$ cat src/rtl/mem_wb_pkg.sv
// Shared encodings for the MEM/WB stage: writeback source select,
// FSM state codes and the default writeback register reset value.
package mem_wb_pkg;

    // inMulSel encodings (3 is treated like ALU)
    localparam logic [1:0] MUL_ALU = 2'd0;
    localparam logic [1:0] MUL_MEM = 2'd1;
    localparam logic [1:0] MUL_PC  = 2'd2;

    // Memory handshake FSM
    localparam logic ST_IDLE = 1'b0;
    localparam logic ST_WAIT = 1'b1;

    localparam logic [31:0] RESET_VALUE_DEFAULT = 32'd0;

endpackage

$ cat src/rtl/mem_timeout_counter.sv
// Saturating 8-bit wait-cycle timer; expire flags count == LIMIT.
module mem_timeout_counter #(
    parameter logic [7:0] LIMIT = 8'd255
) (
    input  logic       clk,
    input  logic       reset,
    input  logic       clear,
    input  logic       enable,
    output logic [7:0] count,
    output logic       expire
);

    logic [7:0] count_q, count_d;

    // Clear has priority; otherwise count up and stick at 0xFF
    always_comb begin
        count_d = count_q;
        if (clear)
            count_d = 8'd0;
        else if (enable && count_q != 8'hFF)
            count_d = count_q + 8'd1;
    end

    // Timer register
    always_ff @(posedge clk) begin
        if (reset)
            count_q <= 8'd0;
        else
            count_q <= count_d;
    end

    assign count  = count_q;
    assign expire = (count_q == LIMIT);

endmodule

$ cat src/rtl/mem_wb_stage.sv
// MEM/WB pipeline stage: drives the data-memory handshake, stalls
// upstream while a memory op is outstanding, aborts after a timeout and
// registers the writeback index/enable/data.
module mem_wb_stage
    import mem_wb_pkg::*;
#(
    parameter logic [31:0] RESET_VALUE = RESET_VALUE_DEFAULT,
    parameter logic [7:0]  MEM_TIMEOUT = 8'd255
) (
    input  logic        clk,
    input  logic        reset,
    input  logic [3:0]  inWrtIndex,
    input  logic        inRegWrEn,
    input  logic [1:0]  inMulSel,
    input  logic [31:0] inAluOut,
    input  logic [31:0] inData2Out,
    input  logic [31:0] inPC,
    input  logic        inIsLoad,
    input  logic        inIsStore,
    output logic        memReq,
    output logic        memWe,
    output logic [31:0] memAddr,
    output logic [31:0] memWData,
    input  logic        memAck,
    input  logic [31:0] memRData,
    output logic        memStall,
    output logic        memErr,
    output logic [3:0]  outWrtIndex,
    output logic        outRegWrEn,
    output logic [31:0] outWrtData
);

    logic        state_q, state_d;
    logic        mem_err_q, mem_err_d;
    logic [3:0]  wb_idx_q, wb_idx_d;
    logic        wb_en_q, wb_en_d;
    logic [31:0] wb_data_q, wb_data_d;

    logic       mem_op, in_wait, req, ack, abort, stall;
    logic       tmr_clear, tmr_en, tmr_expire;
    logic [7:0] tmr_cnt_unused;  // kept on a named net for debug visibility

    mem_timeout_counter #(.LIMIT(MEM_TIMEOUT)) u_tmr (
        .clk    (clk),
        .reset  (reset),
        .clear  (tmr_clear),
        .enable (tmr_en),
        .count  (tmr_cnt_unused),
        .expire (tmr_expire)
    );

    // Handshake, stall, FSM next state and timer control
    always_comb begin
        mem_op    = inIsLoad | inIsStore;
        in_wait   = (state_q == ST_WAIT);
        // Reset forces the request low so an in-flight access is dropped
        req       = ~reset & (in_wait | mem_op);
        ack       = memAck & req;
        abort     = in_wait & ~ack & tmr_expire;
        stall     = ~reset & ((~in_wait & mem_op & ~ack) | (in_wait & ~ack & ~abort));
        tmr_clear = ~in_wait & mem_op & ~ack;
        tmr_en    = in_wait;
        state_d   = state_q;
        if (!in_wait && mem_op && !ack)
            state_d = ST_WAIT;
        else if (in_wait && (ack || abort))
            state_d = ST_IDLE;
        mem_err_d = mem_err_q | abort;
    end

    // Writeback register next value; bubble while stalled
    always_comb begin
        wb_idx_d  = wb_idx_q;
        wb_en_d   = 1'b0;
        wb_data_d = wb_data_q;
        if (!stall) begin
            wb_idx_d = inWrtIndex;
            // Load+store together is a store: never writes the register file
            wb_en_d  = inRegWrEn & ~abort & ~(inIsLoad & inIsStore);
            case (inMulSel)
                MUL_MEM: wb_data_d = memRData;
                MUL_PC:  wb_data_d = inPC;
                default: wb_data_d = inAluOut;
            endcase
        end
    end

    // State, sticky error and writeback registers
    always_ff @(posedge clk) begin
        if (reset) begin
            state_q   <= ST_IDLE;
            mem_err_q <= 1'b0;
            wb_idx_q  <= RESET_VALUE[3:0];
            wb_en_q   <= RESET_VALUE[0];
            wb_data_q <= RESET_VALUE;
        end else begin
            state_q   <= state_d;
            mem_err_q <= mem_err_d;
            wb_idx_q  <= wb_idx_d;
            wb_en_q   <= wb_en_d;
            wb_data_q <= wb_data_d;
        end
    end

    assign memReq      = req;
    assign memWe       = req & inIsStore;
    assign memAddr     = req ? inAluOut : 32'd0;
    assign memWData    = req ? inData2Out : 32'd0;
    assign memStall    = stall;
    assign memErr      = mem_err_q;
    assign outWrtIndex = wb_idx_q;
    assign outRegWrEn  = wb_en_q;
    assign outWrtData  = wb_data_q;

endmodule
$ cat config.mk
export PLATFORM = sky130hd
export DESIGN_NAME = mem_wb_stage
export DESIGN_NICKNAME = d
export VERILOG_FILES = /design/src/rtl/mem_wb_pkg.sv /design/src/rtl/mem_timeout_counter.sv /design/src/rtl/mem_wb_stage.sv
export SDC_FILE = /design/constraint.sdc
export NUM_CORES = 1
export LEC_CHECK = 0
export CORE_MARGIN = 1.5
export CORE_UTILIZATION = 30
export CTS_BUF_LIST = sky130_fd_sc_hd__clkbuf_8
export CTS_CLUSTER_DIAMETER = 40
export DETAILED_ROUTE_END_ITERATION = 10
export GPL_TIMING_DRIVEN = 0
export HOLD_SLACK_MARGIN = 0.1
export PLACE_DENSITY_LB_ADDON = 0.12
export SLEW_MARGIN = 25
export SYNTH_ARGS = -nofsm -noshare
export SYNTH_HDL_FRONTEND = slang
export SYNTH_SLANG_ARGS = --single-unit
$ cat constraint.sdc
create_clock -name clk -period 1.8 [get_ports clk]
set_input_delay 0.36 -clock clk [delete_from_list [all_inputs] [get_ports clk]]
set_output_delay 0.36 -clock clk [all_outputs]
set_load 0.02 [all_outputs]
== Word-level counts from Yosys, hierarchy flattened ==
Cells that the tools add are included.
Storage, ports and cells
  bits in registers: 47
  input bits: 140
  output and inout port bits: 105
  word-level logic and storage cells: 47
Operators by class
  add/sub/neg operators: 1
  eq/ne operators: 4
  multiplexer cells: 5
  bitwise gates (word level): 21
  reduce and logical (&&, ||, !) cells: 10
Operator list (number)
  32-bit 2-to-1 mux: 2
  32-bit one-hot mux with 2 select lines: 1
  1-bit AND: 12
  8-bit by 1-bit adder with 8-bit output (second input constant): 1
  8-bit == test (second input constant): 1
  8-bit != test (second input constant): 1
  1-bit NOT: 5
  1-bit logical AND: 4
  1-bit OR: 4
  2-bit OR reduction: 2
  2-bit by 1-bit == test with 1-bit output (second input constant): 1
  2-bit == test (second input constant): 1
  1-bit logical NOT: 2
  1-bit 2-to-1 mux: 2
  2-bit nonzero test: 1
  1-bit logical OR: 1

== Depth between registers and ports, before layout ==
  word-level depth: 12
  mapped depth: 8
  mapped depth without buffers: 6

== Modules after synthesis ==
Synthesis repeated with hierarchy kept, for this count alone.
Second synthesis, totals
  cell total of the unflattened synthesis: 327
  area total of the unflattened synthesis: 2763.9 µm²
Modules (own cells, without submodules)
  mem_wb_stage: times used 1, cells an instance 282, area each 2338.5 µm², seq. area each 780.7 µm²
  mem_timeout_counter: times used 1, cells an instance 45, area each 425.4 µm², seq. area each 160.2 µm²

== Worst setup path after synthesis ==
No wires, ideal clock.
  kind: register to output
  start: register u_tmr.count_q[0] (netlist: u_tmr.count[0])
  end: output memStall
  data arrival time: 1.433 ns
  data required time: 1.440 ns
  path slack: 0.007 ns
  cell stages (with the launch flop): 7
  path buffers: 2
  cell sequence: dfxtp_1 ha_1 nand3_2 o311ai_4 buf_6 buf_6 nor2_1
Between the ends
  longest elaborated chain between the ends: 6
RTL lines
  start: declaration: RTL line mem_timeout_counter.sv:13  | logic [7:0] count_q, count_d;
  start signal: assignment: RTL line mem_timeout_counter.sv:29  | count_q <= count_d;
  8-bit == test: RTL line mem_timeout_counter.sv:33  | assign expire = (count_q == LIMIT);
  1-bit AND: RTL line mem_wb_stage.sv:59  | abort = in_wait & ~ack & tmr_expire;
  1-bit NOT: RTL line mem_wb_stage.sv:60  | stall = ~reset & ((~in_wait & mem_op & ~ack) | (in_wait & ~ack & ~abort));
  1-bit AND: RTL line mem_wb_stage.sv:60
  1-bit OR: RTL line mem_wb_stage.sv:60
  1-bit AND: RTL line mem_wb_stage.sv:60
  end: declaration: RTL line mem_wb_stage.sv:26  | output logic memStall,
Every way passes these cells.

== Worst setup path after layout ==
  start: input inIsLoad
  end: output memAddr[7]
Between the ends
  longest elaborated chain between the ends: 4
RTL lines
  start: declaration: RTL line mem_wb_stage.sv:18  | input logic inIsLoad,
  1-bit OR: RTL line mem_wb_stage.sv:54  | mem_op = inIsLoad | inIsStore;
  1-bit OR: RTL line mem_wb_stage.sv:57  | req = ~reset & (in_wait | mem_op);
  1-bit AND: RTL line mem_wb_stage.sv:57
  32-bit 2-to-1 mux: RTL line mem_wb_stage.sv:107  | assign memAddr = req ? inAluOut : 32'd0;
  end: declaration: RTL line mem_wb_stage.sv:22  | output logic [31:0] memAddr,
Every way passes these cells.

==> flow_summary.toml <==
[pwr]
power.density_mw_per_mm2 = 529.7
switchingPower_uw = 1095
clkPwrFrac = 0.189
sequentialPowerShare = 0.351
swShare = 0.3347
ir_drop_mv = 0.4591
p_leak_uw = 0.002637
p_int_uw = 2175
combPwrFrac = 0.460

[drt]
drt_iter0_markers = 157
met1Wirelength_um = 5903
wl_per_cell_um = 19.01
detail_route.vias_per_cell = 5.294
dr_wl_met2_um = 7163
maxUsedRoutingLayer = "met4"
firstDrtPassIters = 5
wl_um = 14620
vias = 4071
drc = 0
wl_met3_um = 1221
postRouteAntennaNets = 0

[die]
rows = 36
die_y_um = 102.7
dieArea_mm2 = 0.01055
num_io_pins = 245
core_mm2 = 0.009684
initial_core_util = 0.3079
die_w_um = 102.7

[placed_design]
port_buffers = 243
dp_hpwl_um = 10840
dp_cells = 745
place.gp.congestion = 0.8527

[synthesis]
synth_cell_types = 44
syn_inst = 369
avgSynthCellArea_um2 = 8.080
synth-async-reset-ratio = 0
yosysSeqAreaShare = 0.3156
synth_edf_count = 0
synth_fp_nets = 512
ys.flop_type = "dfxtp_1"
yosysWarnings = 0
ys_ff_latch = 47
syn_area_mm2 = 0.002982

[timing]
final.min_clock_period_ns = 2.076
worst_slack_ns = -0.2762
final.setup.tns_ns = -15.71
fin_skew_ns = 0.01018
drv_slew = 0
hold_slack_ns = 0.4686
fin_crit_sh = 1.153
setup_viol_count_final = 66
hold_viol_final = 0
worst_pin_slew_ns = 1.038
timing.slew.headroom = 0.3021
rsz0062_at_grt = "yes"
max_freq_ghz = 0.4817

[final_layout]
area_delta_synth_final_pct = 107.0
diodes = 0
seq_area_um2 = 957.2
fin_util = 0.6375
fill_cells = 830
layout-drive-gt1-share = 0.3003
finalNonFillerCells = 769
fin_nets = 778
multi_input_area_mm2 = 0.002097

[grt]
grt_max_degree = 14
grt_pass1_wl_um = 20870
grt-ovfl-total = 0
antenna_found_initial = 0
track_usage = 0.2588
grt_pass1_vias = 3813

[cts]
cts_buffers = 5
clk_pin_slew_ns = 0.09
clk_path_buf_depth = 2
cts.sinks = 47
cts_tree = "built"
htreeDepth = 2
cts_root_buf = "clkbuf_8"
clkLatencyLatePin_ns = 0.30
cts_hold_buf = 0

[job]
cap_violations = 0

[status]
violations = "negative setup slack"
outcome = "finished with violations"

[critical_path]
crit_fanout = 10
cp-start-kind = "input pin"
critical_path_required_ns = 1.44
crit_path_end_kind = "output port"
critical_path_class = "in -> out"
arrival_ns = 1.72

[hold_path]
hp-class = "reg -> reg"
worst max-delay path, stage by stage:
cell	delay [ns]
clkdlybuf4s15_2	0.23
or3_4	0.44
clkbuf_16	0.19
clkbuf_16	0.17
and3_1	0.17
buf_2	0.15
synthesized netlist by cell type (2+ instances only):
master    instances  share of area
and3_1           65           0.14
nor2_1           53          0.067
dfxtp_1          47           0.32
clkbuf_1         32          0.040
a22oi_1          22          0.055
mux2i_1          14          0.047
a221oi_1         13          0.038
a21oi_1          12          0.020
nand3_1          11          0.018
o21ai_0          11          0.018
a221o_1          10          0.034
nor3_1           10          0.017
o221ai_1         10          0.029
nand2_1           9          0.011
inv_1             6         0.0076
nor3_2            5          0.017
buf_2             3         0.0050
buf_6             3          0.011
ha_1              3          0.013
nand4_1           3         0.0063
xor2_1            3         0.0088
a211oi_1          2         0.0050
cell type report:
type,count,area share
clock inverter,3,0.002027
timing repair buffer,261,0.4045
buffer,38,0.05614
sequential,47,0.1550
inverter,7,0.004459
clock buffer,5,0.01115
tap,133,0.02696
multi-input combinational,275,0.3397
metal layers:
| layer | GRT usage | vias to the layer above |
|---|---|---|
| met5 | 0 | - |
| met4 | 0.06849 | 0 |
| met3 | 0.05966 | 24 |
| met2 | 0.4432 | 178 |
| met1 | 0.3278 | 1943 |
| li1 | - | 1926 |
cells in the final DEF, fill, tap and decap left out, drive strengths merged, types with 12 or more instances in the layout:
master           n
a21oi           12
a221oi          13
a22oi           22
and3            65
buf             91
clkbuf          35
clkdlybuf4s50  175
dfxtp           47
mux2i           14
nand3           12
nor2            53
nor3            15
kinds of logic after synthesis:
kind of cell    Yosys count  share of synthesized area
simple gates            165                     0.3013
xor+xnor                  4                    0.01175
compound gates           89                     0.2384
flops                    47                     0.3156
mux                      14                    0.04700
fa+ha+maj                 3                    0.01259
buf+inv                  47                    0.07343
power by group through the flow:
stage / sequential, µW / clock, µW / combinational (µW)
floorplan: 1260 / 0 / 518
global placement: 1170 / 0 / 1340
detailed placement: 1170 / 0 / 1350
CTS: 1150 / 630 / 1460
global route: 1160 / 675 / 1590
finish: 1150 / 618 / 1510
registers in the layout (all words and copies together), names as in the netlist:
register	count
in_wait	1
memErr	1
outRegWrEn	1
outWrtData	32
outWrtIndex	4
u_tmr.count	8
stage by stage:
step	worst slack [ns]	total power [µW]	cell area (µm²)
floorplan	0.006813	1775	2982
global placement	-1.496	2513	5580
detailed placement	-1.516	2528	5580
CTS	-0.2598	3234	6037
global route	-0.3082	3417	6173
finish	-0.2762	3270	6173
path summary, 6_finish.rpt:
kind / from / endpoint / slack, ns / depth (start not counted)
max reg2reg: in_wait$_SDFFE_PP0P_ / outWrtData[28]$_SDFFE_PP0N_ / 0.03 / 8
min reg2reg: outWrtData[5]$_SDFFE_PP0N_ / outWrtData[5]$_SDFFE_PP0N_ / 0.47 / 2
min: outWrtData[5]$_SDFFE_PP0N_ / outWrtData[5]$_SDFFE_PP0N_ / 0.47 / 2
max: inIsLoad / memAddr[7] / -0.28 / 6
what timing repair did:
action	4_1_cts	5_1_grt
cloned	3	0
endpoints found under the hold margin	0	0
setup endpoints to repair	104	96
pin swaps	12	2
setup buffers	10	6
resized for setup	433	30
Power figures use the tool's default switching activity.
==> RTL edit 1: new RTL, same flow settings <==
Put one more register stage on the output `memErr`, with the module's reset. The value now appears one clock later. The other outputs are not delayed to match.
--- a/src/rtl/mem_wb_stage.sv
+++ b/src/rtl/mem_wb_stage.sv
@@ -109,3 +109,9 @@
     assign memStall    = stall;
-    assign memErr      = mem_err_q;
+    always_ff @(posedge clk) begin
+        if (reset) begin
+            memErr <= '0;
+        end else begin
+            memErr <= mem_err_q;
+        end
+    end
     assign outWrtIndex = wb_idx_q;
Formal check against the unedited RTL: no difference found for any inputs over 10 cycles, from zero or initial values and one cycle with reset high; that may be too few to reach the edited logic, so the function may still have changed.
==> RTL edit 1 against the unedited design <==
- cell area increased by 9.7%
- total power up 11%
- routed wire length rose by 14%
- area after synthesis is 10% higher
- clock power rose by 13%
- clock skew shrank 0.0051 ns
- sequential cell count rose by 1
- global-route usage is 1.7 points higher
- setup slack gained 0.014 ns
- highest routed layer unchanged
- the flow still finishes with violations (setup timing)
- core utilization fell by 0.69 points
- worst hold slack got worse by 0.11 ns
- synthesized cell count rose by 6.5%
- combinational power grew 14%
==> RTL edit 1: results (changes against the unedited design) <==
| Metric | Value |
|---|---|
| Status | `finished with violations (unchanged)` |
| Failing checks | `setup timing (unchanged)` |
| Post-CTS Setup Inserts | `7 (was 10)` |
| CP max FO | `8 (was 10)` |
| Syn nets | `536 (was 512)` |
| Cells after Synth | `393 (was 369)` |
| Actual slew at the worst max-slew pin | `0.707 ns (was 1.04 ns)` |
| Hold wc startpoint | `reset (was outWrtData[5])` |
| DR WL met3 | `1.22 mm (about the same)` |
| Final setup margin | `-0.263 ns (was -0.276 ns)` |
| Cell family with most CP delay | `simple AND/OR/NAND/NOR gates (was buffers and inverters)` |
| Worst hold margin | `0.357 ns (was 0.469 ns)` |
| Final Setup Violations | `65 (was 66)` |
| Worst slack, placed | `-1.26 ns (was -1.52 ns)` |
| First-pass GRT wire length | `24.2 mm (was 20.9 mm)` |
| Cell Area, Placed | `0.00589 mm2 (was 0.00558 mm2)` |
| Post-synthesis sequential area ratio | `0.293 (was 0.316)` |
| GR Layer Usage met2 | `0.491 (was 0.443)` |
| Max stage delay on crit path | `0.39 ns (was 0.44 ns)` |
| Met1 wire length | `6.47 mm (was 5.90 mm)` |
| Final cell count without fillers | `799 (was 769)` |
| Clk_skew | `0.00504 ns (was 0.0102 ns)` |
| Vias in the first global route | `4,379 (was 3,813)` |
| Worst Hold Class | `input port to flop (was flop to flop)` |
| Fill cell count | `949 (was 830)` |
| Share of layout cells above drive strength 1 | `0.334 (was 0.300)` |
| R2r setup slk | `0.10 ns (was 0.03 ns)` |
| Placer congestion estimate | `0.841 (was 0.853)` |
| Dpl cells | `776 (was 745)` |
| Synth cell types | `45 (was 44)` |
| Via/cell ratio | `5.39 (was 5.29)` |
| Met2 WL post-DR | `8.61 mm (was 7.16 mm)` |
| Worst r2r src | `u_tmr.count[0] (was in_wait)` |
| DRT iter0 DRCs | `200 (was 157)` |
| GRT Util Overall | `0.276 (was 0.259)` |
| Largest cells by area after synthesis | `dfxtp_1, and3_1, a221o_1, nand2b_1, mux2i_1 (was dfxtp_1, and3_1, nor2_1, a22oi_1, mux2i_1)` |
-- RTL edit 1: cell count changes in the layout (fill, tap and decap cells not counted), moves of 15 or more --
cell	delta
buf_2	-21
and3_4	+32
nor2_1	-47
nand2b_1	+23
buf_6	+34
nand3_1	+15
and3_1	-29
-- RTL edit 1: layout make-up --
type / count / area, um2 / area share
Tap cell: 140 / 175 / 0.0259
Multi-Input combinational cell: 292 / 2440 / 0.360
Inverter: 7 / 26.3 / 0.00388
Timing Repair Buffer: 258 / 2680 / 0.396
Sequential cell: 48 / 970 / 0.143
Buffer: 46 / 387 / 0.0571
Clock inverter: 2 / 15.0 / 0.00222
Clock buffer: 6 / 82.6 / 0.0122
-- RTL edit 1: cells by family after synthesis --
kind of cell | count (synthesis) | share of synthesized area
buffers and inverters | 53 | 0.0736
and+or+nand+nor | 186 | 0.331
DFF | 48 | 0.293
adders and majority gates | 3 | 0.0114
muxes | 14 | 0.0427
AOI/OAI and AO/OA | 89 | 0.249
==> RTL edit 2: new RTL, same flow settings <==
Without the edit above. Change the parameter `MEM_TIMEOUT` from 8'd255 to 8'd128.
--- a/src/rtl/mem_wb_stage.sv
+++ b/src/rtl/mem_wb_stage.sv
@@ -7,3 +7,3 @@
     parameter logic [31:0] RESET_VALUE = RESET_VALUE_DEFAULT,
-    parameter logic [7:0]  MEM_TIMEOUT = 8'd255
+    parameter logic [7:0]  MEM_TIMEOUT = 8'd128
 ) (
Check against the original RTL: no difference found for any inputs over 10 cycles, from zero or initial values and one cycle with reset high; that may be too few to reach the edited logic, so the function may still have changed.
==> RTL edit 2 against the unedited design <==
- the flow still finishes with violations (setup timing)
- register-to-register slack gained 0.04 ns
- sequential cell count unchanged
- setup slack improved by 0.14 ns
- clock skew is 0.0023 ns lower
- synthesized cell count rose by 9.8%
- routed wire length decreased by 2.5%
- via count about the same
- total power grew 4.5%
- area after synthesis is 11% higher
- cell area increased by 8.5%
- critical endpoint is now memAddr[30]
==> RTL edit 2: results (changes against the unedited design) <==
| Metric | Value |
|---|---|
| Status | `finished with violations (unchanged)` |
| Failing checks | `setup timing (unchanged)` |
| Post-Synth XOR/XNOR Area | `0.00265 (was 0.0117)` |
| Comb power frac | `0.483 (was 0.460)` |
| DRT Pass-1 Iters | `4 (was 5)` |
| Final Setup Violations | `56 (was 66)` |
| Cell Area, Placed | `0.00591 mm2 (was 0.00558 mm2)` |
| Hpwl dp | `10.5 mm (was 10.8 mm)` |
| Met2 WL post-DR | `7.31 mm (was 7.16 mm)` |
| P_leak | `2.74 nW (was 2.64 nW)` |
| Sequential Area | `947 um2 (was 957 um2)` |
| DR WL met3 | `961 um (was 1.22 mm)` |
| Initial antenna violation count | `2 (was 0)` |
| Post-CTS Setup Inserts | `8 (was 10)` |
| Antenna diodes | `1 (was 0)` |
| Sw frac | `0.332 (was 0.335)` |
| First-pass GRT wire length | `20.9 mm (about the same)` |
| Actual slew at the worst max-slew pin | `0.737 ns (was 1.04 ns)` |
| Fin util | `0.620 (was 0.637)` |
| Proportion of synthesized area in mux cells | `0.00605 (was 0.0470)` |
| R2r setup slk | `0.07 ns (was 0.03 ns)` |
| Clock-cell share | `0.0121 (was 0.0132)` |
| Final setup margin | `-0.132 ns (was -0.276 ns)` |
| Top sig layer | `met5 (was met4)` |
| Share of layout cells above drive strength 1 | `0.344 (was 0.300)` |
| Worst path arrival time | `1.57 ns (was 1.72 ns)` |
| Wire per inst | `17.6 um (was 19.0 um)` |
| Syn nets | `549 (was 512)` |
| Fill cell count | `934 (was 830)` |
| DRT iter0 DRCs | `170 (was 157)` |
| Max stage delay on crit path | `0.37 ns (was 0.44 ns)` |
[RTL edit 2: cell types whose count changed in the layout (fill, tap and decap cells not counted), moves of 12 or more]
| cell | delta |
|---|---|
| buf_6 | +34 |
| and3_4 | -30 |
| nor2_1 | -40 |
| and3_1 | -32 |
| mux2i_1 | -12 |
| o21ai_1 | +19 |
| o41ai_2 | +21 |
| a22oi_1 | -13 |
| buf_2 | -18 |
| nor3_1 | +21 |
| inv_1 | +29 |
| nor2b_1 | +27 |
| and2_4 | +53 |
[RTL edit 2: path summary, 6_finish.rpt]
kind,start,to,cells past startpoint
max reg2reg,u_tmr.count[3],outWrtData[10],7
min,outWrtData[5],outWrtData[5],2
min reg2reg,outWrtData[5],outWrtData[5],2
max,in_wait,memAddr[30],6
